File: config.mk
export PLATFORM = sky130hd
export DESIGN_NAME = traffic_controller_n
export DESIGN_NICKNAME = d
export VERILOG_FILES = /design/src/rtl/traffic_controller_n.sv
export SDC_FILE = /design/constraint.sdc
export NUM_CORES = 1
export LEC_CHECK = 0
export BUFFER_PORTS_ARGS = -buffer_cell sky130_fd_sc_hd__buf_2
export CORE_MARGIN = 3
export CORE_UTILIZATION = 25
export DETAILED_ROUTE_END_ITERATION = 6
export SYNTH_ARGS = -nofsm -noshare
export SYNTH_HDL_FRONTEND = slang
export SYNTH_SLANG_ARGS = --single-unit
File: constraint.sdc
create_clock -name clk_100MHz -period 3.1 [get_ports clk_100MHz]
set_input_delay 0.62 -clock clk_100MHz [delete_from_list [all_inputs] [get_ports clk_100MHz]]
set_output_delay 0.62 -clock clk_100MHz [all_outputs]
set_load 0.1 [all_outputs]
File: src/rtl/traffic_controller_n.sv
// traffic_controller_n: fixed-time multi-phase signal controller with a tick
// divider, per-phase pedestrian extension and a night-flash mode.
module traffic_controller_n #(
  parameter int CLK_HZ    = 100_000_000,
  parameter int TICK_HZ   = 1,
  parameter int N_PHASES  = 4,
  parameter int GREEN_T   = 10,
  parameter int YELLOW_T  = 3,
  parameter int ALLRED_T  = 1,
  parameter int PED_EXT_T = 5,
  localparam int PW = (N_PHASES > 1) ? $clog2(N_PHASES) : 1
) (
  input  logic                    clk_100MHz,
  input  logic                    reset,
  input  logic [N_PHASES-1:0]     ped_req,
  input  logic                    flash_mode,
  output logic [3*N_PHASES-1:0]   lights,
  output logic [N_PHASES-1:0]     walk,
  output logic [PW-1:0]           phase_idx,
  output logic                    tick
);

  localparam int DIV   = CLK_HZ / TICK_HZ;
  localparam int DW    = $clog2(DIV);
  localparam int GX_T  = GREEN_T + PED_EXT_T;
  localparam int MAX_A = (GX_T > YELLOW_T) ? GX_T : YELLOW_T;
  localparam int MAX_T = (MAX_A > ALLRED_T) ? MAX_A : ALLRED_T;
  localparam int TW    = $clog2(MAX_T + 1);

  localparam logic [2:0] C_RED = 3'b100;
  localparam logic [2:0] C_YEL = 3'b010;
  localparam logic [2:0] C_GRN = 3'b001;
  localparam logic [2:0] C_OFF = 3'b000;

  typedef enum logic [1:0] {ALLRED, GREEN, YELLOW, FLASH} state_t;

  state_t                state;
  logic [DW-1:0]         div_cnt;
  logic [TW-1:0]         timer;
  logic [N_PHASES-1:0]   pending;
  logic [N_PHASES-1:0]   pending_nxt;
  logic [N_PHASES-1:0]   idx_mask;
  logic                  flash_bit;
  logic                  expire;
  logic                  green_entry;
  logic                  ext;

  assign tick = (div_cnt == DW'(DIV - 1));

  always_ff @(posedge clk_100MHz or posedge reset) begin
    if (reset) div_cnt <= '0;
    else       div_cnt <= tick ? '0 : div_cnt + 1'b1;
  end

  // A request landing on the green-entry cycle of its own phase is dropped by the clear.
  always_comb begin
    idx_mask    = N_PHASES'(1) << phase_idx;
    expire      = tick && (timer == TW'(1));
    green_entry = expire && (state == ALLRED) && !flash_mode;
    ext         = |(pending & idx_mask);
    pending_nxt = (pending | ped_req) & ~(green_entry ? idx_mask : '0);
  end

  function automatic logic [3*N_PHASES-1:0] paint(input logic [PW-1:0] idx,
                                                  input logic [2:0] active,
                                                  input logic [2:0] others);
    logic [3*N_PHASES-1:0] out;
    out = '0;
    for (int unsigned p = 0; p < N_PHASES; p++)
      out[3*p +: 3] = (PW'(p) == idx) ? active : others;
    return out;
  endfunction

  always_ff @(posedge clk_100MHz or posedge reset) begin
    if (reset) begin
      state     <= ALLRED;
      timer     <= TW'(ALLRED_T);
      phase_idx <= '0;
      pending   <= '0;
      flash_bit <= 1'b1;
      lights    <= paint('0, C_RED, C_RED);
      walk      <= '0;
    end else begin
      pending <= pending_nxt;
      if (tick) begin
        unique case (state)
          ALLRED: begin
            if (expire) begin
              if (flash_mode) begin
                state     <= FLASH;
                flash_bit <= 1'b1;
                lights    <= paint('0, C_YEL, C_YEL);
              end else begin
                state  <= GREEN;
                timer  <= ext ? TW'(GX_T) : TW'(GREEN_T);
                lights <= paint(phase_idx, C_GRN, C_RED);
                walk   <= ext ? idx_mask : '0;
              end
            end else begin
              timer <= timer - 1'b1;
            end
          end
          GREEN: begin
            if (expire) begin
              state  <= YELLOW;
              timer  <= TW'(YELLOW_T);
              lights <= paint(phase_idx, C_YEL, C_RED);
              walk   <= '0;
            end else begin
              timer <= timer - 1'b1;
            end
          end
          YELLOW: begin
            if (expire) begin
              state     <= ALLRED;
              timer     <= TW'(ALLRED_T);
              phase_idx <= (phase_idx == PW'(N_PHASES - 1)) ? '0 : phase_idx + 1'b1;
              lights    <= paint('0, C_RED, C_RED);
            end else begin
              timer <= timer - 1'b1;
            end
          end
          FLASH: begin
            if (!flash_mode) begin
              state     <= ALLRED;
              timer     <= TW'(ALLRED_T);
              phase_idx <= '0;
              flash_bit <= 1'b1;
              lights    <= paint('0, C_RED, C_RED);
            end else begin
              flash_bit <= ~flash_bit;
              lights    <= flash_bit ? paint('0, C_OFF, C_OFF) : paint('0, C_YEL, C_YEL);
            end
          end
          default: state <= ALLRED;
        endcase
      end
    end
  end

endmodule

==> results.yml <==
run_status:
  status: "finished clean"
synthesis:
  syn_inst: 279
  netlist_area_um2: 2840
  syn_nets: 293
  yosysTopAreaCell: "dfrtp_1"
  syn_area_per_cell_um2: 10.2
  synthTopCellsByArea: "dfrtp_1 44%, dfstp_2 5.6%, xor2_1 3.4%"
  synth_edf_count: 0
  yosysSeqAreaShare_pct: 49.7
  synth-seq-cells: 56
  yosysWarnings: 0
  yosys_most_used_dff: "dfrtp_1"
  synth_cell_types: 53
  synth_top_area_share_pct: 44.1
  synthArstFlopShare_pct: 100
floorplanning:
  die_area_um2: 12700
  ioPinCount: 26
  core.rowCount: 38
  die_w_um: 112
  initial_core_util_pct: 25.8
  core_area_um2: 11000
  fp.dieH_um: 112
sta:
  worst_slack_ns: 0.335
  max_slew_margin_pct: 54.9
  holdWs_ns: 0.388
  maxSlewViolCount: 0
  fin_crit_sh_pct: 89.2
  max_clock_freq_mhz: 362
  setup_viol: 0
  rsz0062_at_grt: "false"
  min_period_ns: 2.77
  setup_tns_ns: 0
  worst_pin_slew_ns: 0.672
  skew_ns: 0.00741
  finalHoldViolations: 0
final_layout:
  fin_area_um2: 3320
  finalNetCount: 320
  final_util_pct: 30.2
  area_growth_pct: 17.0
  final_cell_mix: "50 x dfrtp_1, 25 x buf_2, 21 x nor2_1"
  antennaDiodeCount: 0
  layout.cells.most_common: "dfrtp_1"
  n_fill_cell: 1138
  drive_gt1_share_pct: 20.2
  final_cells: 447
place:
  port-buffer-count: 25
  dp_hpwl_um: 4270
  dpl_cell_area_um2: 3130
  place_inst: 439
  place_congestion: 0.794
  place_ws_ns: 0.633
cts:
  clkSinkCount: 56
  holdBufCountCts: 0
  cts.reportedPaths.clkPinSlew_ns: 0.07
  cts_tree: "done"
  cts_buffers: 5
  clockRootBuffer: "clkbuf_16"
  cts_setup_buffers: 0
  worstSkewPairLatency_ns: 0.29
  h-tree-depth: 2
  ctsLongestPathBuffers: 2
  cts_resized: 0
grt:
  met1_usage_pct: 13.6
  grt_overflow: 0
  antenna_found_initial: 0
  grt_pass1_vias: 2139
  grt_max_degree: 31
  use_met3_pct: 3.18
  grt_util_all_layers_pct: 9.72
  grt_pass1_wl_um: 10200
  busiest_layer: "met2"
  gr-usage-met2_pct: 14.9
power_and_ir_drop:
  powerDensity_nw_per_um2: 441
  total_power_mw: 1.46
  irDropWorstVdd_v: 0.000235
  p_leak_nw: 1.49
critical_path:
  crit_chain: "nor4bb_1, nand3_1, or2_1, clkinv_1, buf_2"
  crit_fanout: 11
  startpoint_type: "flip-flop"
  end_kind: "primary output"
  cp-endpoint: "tick"
  required_ns: 2.48
  cp_slowest_cell: "dfrtp_1"
  reg2reg_setup_slack_ns: 0.80
  critical_path_class: "reg -> out"
  rr_worst_depth: 7
  rr_endpoint: "walk[0]$_DFFE_PP0P_"
  crit_cells: 5
  critPathLaunch: "div_cnt[8]$_DFF_PP0_"
  r2r-start: "phase_idx[0]$_DFFE_PP0P_"
  cp.arrival_ns: 2.15
  path_buf_inv: 2
  crit_family: "simple AND/OR/NAND/NOR gates"
  cp_slowest_stage_delay_ns: 0.49
detailed_routing:
  drtPass1Iterations: 4
  wl_um: 5990
  drtIter0Drc: 130
  ant_nets: 0
  wl_per_cell_um: 13.4
  num_vias: 2164
  drcViolationCount: 0
  vias_per_cell: 4.84
min_path:
  hold_class: "in -> async"
run:
  drv_cap: 0
==> worst reg2reg max path, stage by stage (launching register included) <==
cell and delay, ns:
dfrtp_1 0.45, inv_1 0.10, ha_1 0.29, a22o_1 0.24, a221oi_1 0.55, a21oi_1 0.18
nand4_1 0.15, a21bo_2 0.22
==> metal layers <==
layer / up-vias / share of wire, %
met5: - / 0
met4: 0 / 0.77
met3: 6 / 4.5
met2: 28 / 45
met1: 1058 / 50
li1: 1072 / -
==> synth_stat cells (all sizes together) (2+ instances only) <==
cell type	instances
a21bo	4
a21oi	16
a31oi	5
a32o	5
and2	3
and3	6
and4	4
buf	3
clkbuf	8
clkinv	2
dfrtp	50
dfstp	6
ha	7
inv	10
mux2	4
nand2	21
nand3	14
nand4	10
nor2	21
nor3	6
nor3b	2
nor4	2
o211ai	3
o21a	5
o21ai	18
o22ai	3
o31ai	5
or2	2
or3	2
or4	2
xnor2	8
xor2	11
==> state kept, by name, indices dropped and copies added (netlist names) <==
register / cells
div_cnt: 27
lights: 12
pending: 4
timer: 4
walk: 4
phase_idx: 2
state: 2
flash_bit: 1
==> cells by family (layout without fill, tap and decap cells) <==
family,Yosys count,in the layout,synth area share (%)
AND/OR/NAND/NOR,98,98,19.1
flip-flops,56,56,49.7
multiplexers,5,5,1.94
buffers and inverters,23,51,3.84
adder cells (fa/ha/maj),7,7,3.09
XOR/XNOR,19,19,5.87
AO/OA/AOI/OAI,71,71,16.5
==> where the power goes <==
group	internal [mW]	total, mW	switching [mW]
combinational	0.00571	0.0228	0.0171
sequential	0.731	0.731	0.0000000000000000673
clock	0.463	0.710	0.247
==> how the worst min path moves through the flow <==
stage / from / end / slack, ns / depth (start not counted)
3_3_place_gp: div_cnt[0]$_DFF_PP0_ / div_cnt[0]$_DFF_PP0_ / 0.46 / 1
4_1_cts: reset / walk[1]$_DFFE_PP0P_ / 0.41 / 2
6_report: reset / walk[0]$_DFFE_PP0P_ / 0.39 / 2
3_5_place_dp: div_cnt[0]$_DFF_PP0_ / div_cnt[0]$_DFF_PP0_ / 0.47 / 1
5_1_grt: reset / walk[2]$_DFFE_PP0P_ / 0.43 / 2
2_1_floorplan: div_cnt[0]$_DFF_PP0_ / div_cnt[0]$_DFF_PP0_ / 0.45 / 1
==> cell type report <==
| cell class | count | area [um^2] | share of cell area [%] |
|---|---|---|---|
| Sequential cell | 56 | 1410 | 42.5 |
| Tap cell | 140 | 175 | 5.28 |
| Clock buffer | 6 | 129 | 3.88 |
| Timing Repair Buffer | 31 | 183 | 5.51 |
| Inverter | 12 | 45.0 | 1.36 |
| Clock inverter | 2 | 60.1 | 1.81 |
| Multi-Input combinational cell | 200 | 1320 | 39.7 |
Note: power is estimated with default switching activity, not from simulation.
